===== src/rtl/prio_label_reader_if.sv =====
// Heap-side read port and egress valid/ready stream of the EDF dequeue controller.
// master = reader view, slave = heap/egress view.
interface prio_label_reader_if #(
  parameter int DATA_WIDTH = 16
) ();
  logic                  heap_empty;
  logic                  heap_valid;
  logic [DATA_WIDTH-1:0] heap_dout;
  logic                  heap_re;
  logic                  out_valid;
  logic                  out_ready;
  logic [DATA_WIDTH-1:0] out_data;
  logic                  out_late;

  modport master (
    input  heap_empty, heap_valid, heap_dout, out_ready,
    output heap_re, out_valid, out_data, out_late
  );

  modport slave (
    output heap_empty, heap_valid, heap_dout, out_ready,
    input  heap_re, out_valid, out_data, out_late
  );
endinterface


===== src/rtl/prio_label_reader.sv =====
// Dequeue controller for the EDF label heap: one read in flight, expired-label drop/flag.
// Entry appears on out_valid the cycle after heap_valid rises; out_ready low stalls further heap reads.
module prio_label_reader #(
  parameter int DATA_WIDTH  = 16,
  parameter int LABEL_WIDTH = 8,
  parameter int DROP_LATE   = 1,
  parameter int TIMEOUT     = 64
) (
  input  logic                   clk,
  input  logic                   rst,
  input  logic                   tick,
  prio_label_reader_if.master    bus,
  output logic [LABEL_WIDTH-1:0] now,
  output logic [15:0]            drop_cnt,
  output logic                   err_timeout
);
  localparam int CW = $clog2(TIMEOUT + 1);

  localparam logic [1:0] S_IDLE   = 2'd0;
  localparam logic [1:0] S_WAIT   = 2'd1;
  localparam logic [1:0] S_SETTLE = 2'd2;

  logic [1:0]             r_state;
  logic [CW-1:0]          r_cnt;
  logic                   r_hv_prev;
  logic                   r_heap_re;
  logic                   r_out_valid;
  logic [DATA_WIDTH-1:0]  r_out_data;
  logic                   r_out_late;
  logic [LABEL_WIDTH-1:0] r_now;
  logic [15:0]            r_drop_cnt;
  logic                   r_err;

  logic [LABEL_WIDTH-1:0] w_label;
  logic [LABEL_WIDTH-1:0] w_diff;
  logic                   w_late;
  logic                   w_rise;
  logic                   w_issue;
  logic                   w_accept;
  logic                   w_drop;

  // Wrap-safe expiry: a label in the half-window behind now gives a negative difference.
  assign w_label  = bus.heap_dout[DATA_WIDTH-1 -: LABEL_WIDTH];
  assign w_diff   = w_label - r_now;
  assign w_late   = w_diff[LABEL_WIDTH-1];
  assign w_rise   = bus.heap_valid & ~r_hv_prev;
  assign w_issue  = ~bus.heap_empty & ~bus.heap_valid & ~r_out_valid;
  assign w_accept = r_out_valid & bus.out_ready;
  assign w_drop   = w_late && (DROP_LATE != 0);

  always_ff @(posedge clk or posedge rst) begin
    if (rst) begin
      r_state     <= S_IDLE;
      r_cnt       <= '0;
      r_hv_prev   <= 1'b0;
      r_heap_re   <= 1'b0;
      r_out_valid <= 1'b0;
      r_out_data  <= '0;
      r_out_late  <= 1'b0;
      r_now       <= '0;
      r_drop_cnt  <= '0;
      r_err       <= 1'b0;
    end else begin
      r_hv_prev <= bus.heap_valid;
      r_heap_re <= 1'b0;
      if (tick) r_now <= r_now + LABEL_WIDTH'(1);
      if (w_accept) r_out_valid <= 1'b0;

      case (r_state)
        S_IDLE: begin
          r_cnt <= '0;
          if (w_issue) begin
            r_heap_re <= 1'b1;
            r_state   <= S_WAIT;
          end
        end
        S_WAIT: begin
          if (w_rise) begin
            r_state <= S_SETTLE;
            if (w_drop) begin
              if (r_drop_cnt != 16'hFFFF) r_drop_cnt <= r_drop_cnt + 16'd1;
            end else begin
              r_out_valid <= 1'b1;
              r_out_data  <= bus.heap_dout;
              r_out_late  <= w_late;
            end
          end else if (r_cnt == CW'(TIMEOUT - 1)) begin
            r_err   <= 1'b1;
            r_state <= S_IDLE;
          end else begin
            r_cnt <= r_cnt + CW'(1);
          end
        end
        // Heap is still sifting while valid is high; a new read before it drops is unsafe.
        S_SETTLE: begin
          if (!bus.heap_valid) r_state <= S_IDLE;
        end
        default: r_state <= S_IDLE;
      endcase
    end
  end

  assign bus.heap_re   = r_heap_re;
  assign bus.out_valid = r_out_valid;
  assign bus.out_data  = r_out_data;
  assign bus.out_late  = r_out_late;
  assign now           = r_now;
  assign drop_cnt      = r_drop_cnt;
  assign err_timeout   = r_err;
endmodule


===== src/flat_wrapper.sv =====
// flat-port wrapper written by rule: the top's interface ports become plain ports
module prio_label_reader_flat 
#(
  parameter int DATA_WIDTH  = 16,
  parameter int LABEL_WIDTH = 8,
  parameter int DROP_LATE   = 1,
  parameter int TIMEOUT     = 64
)
  (clk, rst, tick, now, drop_cnt, err_timeout, bus_heap_empty, bus_heap_valid, bus_heap_dout, bus_out_ready, bus_heap_re, bus_out_valid, bus_out_data, bus_out_late);
  prio_label_reader_if #(.DATA_WIDTH(DATA_WIDTH)) bus_i ();
  input  logic clk;
  input  logic rst;
  input  logic tick;
  output logic [LABEL_WIDTH-1:0] now;
  output logic [15:0] drop_cnt;
  output logic err_timeout;
  input wire logic [$bits(bus_i.heap_empty)-1:0] bus_heap_empty;
  input wire logic [$bits(bus_i.heap_valid)-1:0] bus_heap_valid;
  input wire logic [$bits(bus_i.heap_dout)-1:0] bus_heap_dout;
  input wire logic [$bits(bus_i.out_ready)-1:0] bus_out_ready;
  output wire logic [$bits(bus_i.heap_re)-1:0] bus_heap_re;
  output wire logic [$bits(bus_i.out_valid)-1:0] bus_out_valid;
  output wire logic [$bits(bus_i.out_data)-1:0] bus_out_data;
  output wire logic [$bits(bus_i.out_late)-1:0] bus_out_late;
  assign bus_i.heap_empty = bus_heap_empty;
  assign bus_i.heap_valid = bus_heap_valid;
  assign bus_i.heap_dout = bus_heap_dout;
  assign bus_i.out_ready = bus_out_ready;
  assign bus_heap_re = bus_i.heap_re;
  assign bus_out_valid = bus_i.out_valid;
  assign bus_out_data = bus_i.out_data;
  assign bus_out_late = bus_i.out_late;
  prio_label_reader #(.DATA_WIDTH(DATA_WIDTH), .LABEL_WIDTH(LABEL_WIDTH), .DROP_LATE(DROP_LATE), .TIMEOUT(TIMEOUT)) u_core (.clk(clk), .rst(rst), .tick(tick), .bus(bus_i), .now(now), .drop_cnt(drop_cnt), .err_timeout(err_timeout));
endmodule

===== config.mk =====
export PLATFORM = sky130hd
export DESIGN_NAME = prio_label_reader_flat
export DESIGN_NICKNAME = d
export VERILOG_FILES = /design/src/rtl/prio_label_reader_if.sv /design/src/rtl/prio_label_reader.sv /design/src/flat_wrapper.sv
export SDC_FILE = /design/constraint.sdc
export NUM_CORES = 1
export LEC_CHECK = 0
export ABC_AREA = 1
export CORE_UTILIZATION = 50
export DETAILED_ROUTE_END_ITERATION = 8
export DONT_BUFFER_PORTS = 1
export GPL_TIMING_DRIVEN = 1
export PLACE_DENSITY = 0.67
export SLEW_MARGIN = 20
export SYNTH_ARGS = -nofsm -noshare
export SYNTH_HDL_FRONTEND = slang
export SYNTH_SLANG_ARGS = --single-unit

===== constraint.sdc =====
create_clock -name clk -period 1.6 [get_ports clk]
set_input_delay 0.08 -clock clk [delete_from_list [all_inputs] [get_ports clk]]
set_output_delay 0.08 -clock clk [all_outputs]
set_load 0.005 [all_outputs]

Word-level counts from Yosys, hierarchy flattened. Index checks and enable logic that the tools add are counted.

Input port bits: 22. Flip-flop bits (word level): 53. Output and inout port bits: 44.

Multiplexer cells: 14. Bitwise gates (word level): 10. Add/sub/neg operators: 4. Reduce and logical (&&, ||, !) cells: 7. Eq/ne operators: 9.

Operators with widths (count): adder 16 x 1 -> 16 bit (second input constant) (1); inequality test 16 bit (second input constant) (1); two-way mux 7 bit (2); case mux 7 bit (2 select lines) (1); AND reduction 3 bit (4); adder 8 x 1 -> 8 bit (second input constant) (1); two-way mux 2 bit (4); subtractor 8 bit (1); adder 7 x 1 -> 7 bit (second input constant) (1); equality test 7 x 6 -> 1 bit (second input constant) (1); two-way mux 1 bit (6); inequality test 2 bit (second input constant) (3); inverter 1 bit (6); case mux 2 bit (3 select lines) (1); bitwise AND 1 bit (4); AND reduction 4 bit (1); inequality test 3 x 1 -> 1 bit (second input constant) (1); equality test 2 x 1 -> 1 bit (second input constant) (1); equality test 2 bit (second input constant) (1); logical NOT 2 bit (1); inequality test 2 x 1 -> 1 bit (second input constant) (1); nonzero test 2 bit (1).

Logic depth before layout (Yosys ltp).
Depth in word-level cells: 5. Depth in mapped cells: 14. Depth with buffers taken out: 13.

Worst setup path before layout. OpenSTA, ideal clock, no wires.

Path kind: reg2reg. Start: reg u_core.r_now[4], in the netlist u_core.now[4]. End: reg u_core.r_drop_cnt[3], in the netlist u_core.drop_cnt[3]. Cell stages (with the launch flop): 12. Arrival time: 1617 ps. Slack: -133 ps. Data required time: 1483 ps. Path buffers: 1. Path through: dfrtp_1 inv_1 ha_1 nand2_1 nand2_1 a21oi_2 nand3_2 nand2_4 nand2_4 buf_8 nand2_1 nand2_1.

Longest elaborated chain between the ends: 2.

RTL lines: start: declaration (RTL line prio_label_reader.sv:30) `logic [LABEL_WIDTH-1:0] r_now;`; start signal: assignment (RTL line prio_label_reader.sv:66) `if (tick) r_now <= r_now + LABEL_WIDTH'(1);`; subtractor 8 bit (RTL line prio_label_reader.sv:44) `assign w_diff = w_label - r_now;`; AND reduction 4 bit (no line); end signal: assignment (RTL line prio_label_reader.sv:81) `if (r_drop_cnt != 16'hFFFF) r_drop_cnt <= r_drop_cnt + 16'd1;`; end: declaration (RTL line prio_label_reader.sv:31) `logic [15:0] r_drop_cnt;`.

No other way between the ends. A chain may end at the register's enable or synchronous reset.

Worst setup path in the final report.
Start: reg u_core.r_now[2], in the netlist u_core.now[2]. End: reg u_core.r_drop_cnt[2], in the netlist u_core.drop_cnt[2].

The elaborated chain is that of the path after synthesis.

==> key figures <==
Yosys
  • Yosys top cell area share: 0.4655
  • FF+latch count, synth: 53
  • Synthesized Nets: 388
  • Main combinational cell family by area after synthesis: simple AND/OR/NAND/NOR gates
  • Synth area leaders: dfrtp_1, nand2_1, inv_1
  • Sequential-to-total area share from yosys stat: 0.4655
  • Post-Synthesis Cell Area: 2849 sq um
  • Yosys top cell by area: dfrtp_1
  • Library cells used by synthesis: 26
  • Post-synthesis mux area share: 0
  • Mapped Cells: 357
  • Post-Synth Simple-Gate Area: 0.3289
  • Yosys warnings: 0
  • Compound-Gate Fraction of Synth Area: 0.03118
  • XOR/XNOR share of the synthesized area: 0.06148
  • Post-synthesis adder-cell area fraction: 0.03953
  • Post-Syn Area per Cell: 7.980 sq um

Pwr
  • Leakage: 1.885 nW
  • Pwr dens: 1389 nW/um^2
  • Worst IR Drop VDD: 0.0009570 V
  • Total power: 0.005284 W

Place
  • Dpl cells: 463
  • Placer Congestion: 0.8250
  • I/O Buffers: 0
  • Post-DP HPWL: 4.781 mm

Clock network
  • CTS Buffer Depth: 2
  • CTS Root Cell: clkbuf_8
  • Skew-Pair Late Insertion Delay: 310 ps
  • Clock slew at reported path FFs: 100 ps
  • H-tree depth: 2
  • Total CTS buffers: 5
  • CTS tree: done
  • TritonCTS Sinks: 53

Outcome
  • Status: finished with violations
  • Violated checks: setup timing

Worst setup path
  • Critical-path maximum fanout: 6
  • Critical-path top delay cell: dfrtp_1
  • Critical path, cell by cell: inv_2 > ha_4 > a21oi_1 > nand2_1 > nand2_2 > nand2_2 > nand2_4 > nand2_8 > buf_12 > nand3_1 > nand2_1
  • CP Launch Type: flip-flop
  • Largest stage delay on the critical path: 400 ps
  • CP arrival: 1940 ps
  • Crit. End Element: flip-flop
  • R2R cell count: 11
  • Setup CP Type: reg -> reg
  • Critical Path RT: 1810 ps

Global routing
  • M3 GR Usage: 0.07176
  • First-pass GRT wire length: 11.94 mm
  • Met2 GRT Util: 0.4354
  • Initial antenna violation count: 0
  • GRT busiest layer: met2
  • Total track usage: 0.2485
  • Largest net degree at the start of global routing: 38
  • GRT overflow: 0
  • Vias in the first global route: 2693
  • Met1 Resource Use GR: 0.2875

STA
  • Fin. Hold Viols: 0
  • Setup Skew: 12.17 ps
  • Period utilization: 1.081
  • RSZ-0062 raised after global routing: yes
  • Crit path time final: 1729 ps
  • Setup violators final: 33
  • Final worst slack: -129.3 ps
  • Achievable frequency: 578.3 MHz
  • Max-slew violations: 0

Drt
  • Routed WL: 7.057 mm
  • Drt drc: 0
  • Routed Antenna Nets: 0
  • Pre-Repair DR Iteration Count: 6
  • Via density: 5.262
  • Routed vias: 2615
  • Drt initial violations: 109
  • Routed wire per std cell: 14.20 microns

Floorplanning
  • Die H: 77.49 microns
  • Row count: 27
  • Die Area: 6004 sq um
  • I/O pin cnt: 66
  • Core Region: 5507 sq um
  • Starting Density: 0.5174
  • Die width: 77.49 microns

Worst hold path
  • Worst hold path class: in -> async

Final layout
  • Layout cells sized above 1: 0.2376
  • Area grow syn2layout: 33.55%
  • Register area: 1326 sq um
  • Layout Cells excl Fill: 497
  • Final nets: 455
  • Diode count: 0
  • Filler Cell Count: 420
  • Multi-input logic area: 1544 sq um

Run
  • Number of max-cap violations: 0
==> placed cells by master (no fill, tap or decap), types with 8 or more instances in the layout <==
cell	n
nand2_1	119
dfrtp_1	53
buf_4	39
nor2_1	30
inv_1	29
dlygate4sd3_1	21
nand4_1	19
nand3_1	15
xor2_1	12
nand3_2	12
nand2_2	11
xnor2_1	8
o21ai_0	8
==> registers in the layout (all words and copies together), names as in the netlist <==
register,count
u_core.bus.heap_re,1
u_core.now,8
u_core.r_state,2
u_core.r_hv_prev,1
u_core.r_cnt,7
u_core.err_timeout,1
u_core.bus.out_valid,1
u_core.bus.out_data,16
u_core.drop_cnt,16
==> what timing repair did <==
action / 4_1_cts / 5_1_grt
hold endpoints to repair: 78 / 0
setup buffers: 1 / 1
hold buffers: 21 / 0
gates cloned: 1 / 2
resized for setup: 27 / 13
endpoints found under the setup margin: 35 / 38
pin swaps: 20 / 13
==> Yosys cell counts <==
cell / number
nand4_1: 19
nand2_4: 2
buf_4: 1
nor2_1: 30
dfrtp_1: 53
nand3_2: 2
xnor2_1: 8
clkinv_2: 1
buf_2: 4
a21oi_1: 2
nand2_1: 129
nand3_1: 27
nand2_2: 2
xor2_1: 12
o21ai_0: 9
a21oi_2: 1
buf_8: 1
nor2_8: 1
ha_1: 9
a31o_2: 2
a211oi_1: 1
conb_1: 1
inv_1: 36
nor3_1: 1
nor2_2: 1
buf_6: 2
==> path summary, 6_finish.rpt <==
check / endpoint / from / slack, ps
setup / recovery: u_core.drop_cnt[2]$_DFFE_PP0P_ / u_core.now[2]$_DFFE_PP0P_ / -130
hold / removal: u_core.bus.out_data[13]$_DFFE_PP0P_ / rst / 200
setup reg to reg: u_core.drop_cnt[2]$_DFFE_PP0P_ / u_core.now[2]$_DFFE_PP0P_ / -130
hold reg to reg: u_core.bus.out_data[13]$_DFFE_PP0P_ / u_core.bus.out_data[13]$_DFFE_PP0P_ / 510
max in group asynchronous: u_core.r_cnt[3]$_DFFE_PP0P_ / rst / 850
min in group clk: u_core.r_cnt[6]$_DFFE_PP0P_ / bus_heap_valid / 210
==> worst max-delay path: cells and delay by family (launching register included) <==
kind / cells / cell delay [ps]
flops: 1 / 400
buf+inv: 2 / 240
compound gates: 1 / 120
simple gates: 7 / 670
fa+ha+maj: 1 / 210
==> kinds of logic (layout without fill, tap and decap cells) <==
family / after synthesis / in the layout
AOI/OAI and AO/OA: 15 / 15
xor gates and xnor gates: 20 / 20
adders and majority gates: 9 / 9
buffers and inverters: 45 / 111
DFF: 53 / 53
other: 1 / 1
and+or+nand+nor: 214 / 216
==> area by class of cell <==
class                      instances  share of cell area
multi-input combinational        261              0.4058
sequential                        53              0.3486
timing repair buffer              66              0.1634
inverter                          37             0.03683
tap                               72             0.02368
clock buffer                       6             0.01907
clock inverter                     2            0.002631
==> metal layers <==
metal / share of wire / wire length, microns
met4: 0.024 / 172
met2: 0.49 / 3488
met3: 0.068 / 483
met5: 0 / 0
met1: 0.41 / 2914
==> per-stage QoR <==
step / utilization / cell area, sq um / setup TNS (ps) / setup slack [ps] / hold WS (ps)
2_1_floorplan: - / 2875 / -2380 / -119.8 / 111.4
3_3_place_gp: 0.5919 / 3259 / -1501 / -70.69 / -28.25
3_5_place_dp: 0.5919 / 3259 / -2789 / -112.4 / -30.29
4_1_cts: 0.6758 / 3721 / -1797 / -72.33 / 196.0
5_1_grt: 0.6910 / 3805 / -5533 / -199.0 / 236.6
6_report: 0.6910 / 3805 / -3329 / -129.3 / 202.8
==> power by group <==
| part | leakage, nW | switching [W] | internal, W | total, W |
|---|---|---|---|---|
| sequential | 0.691 | 0.000274 | 0.00170 | 0.00197 |
| combinational | 1.15 | 0.00141 | 0.00114 | 0.00255 |
| clock | 0.0450 | 0.000454 | 0.000305 | 0.000759 |
| total | 1.89 | 0.00214 | 0.00314 | 0.00528 |
No activity file was read; power rests on OpenSTA's default activity.
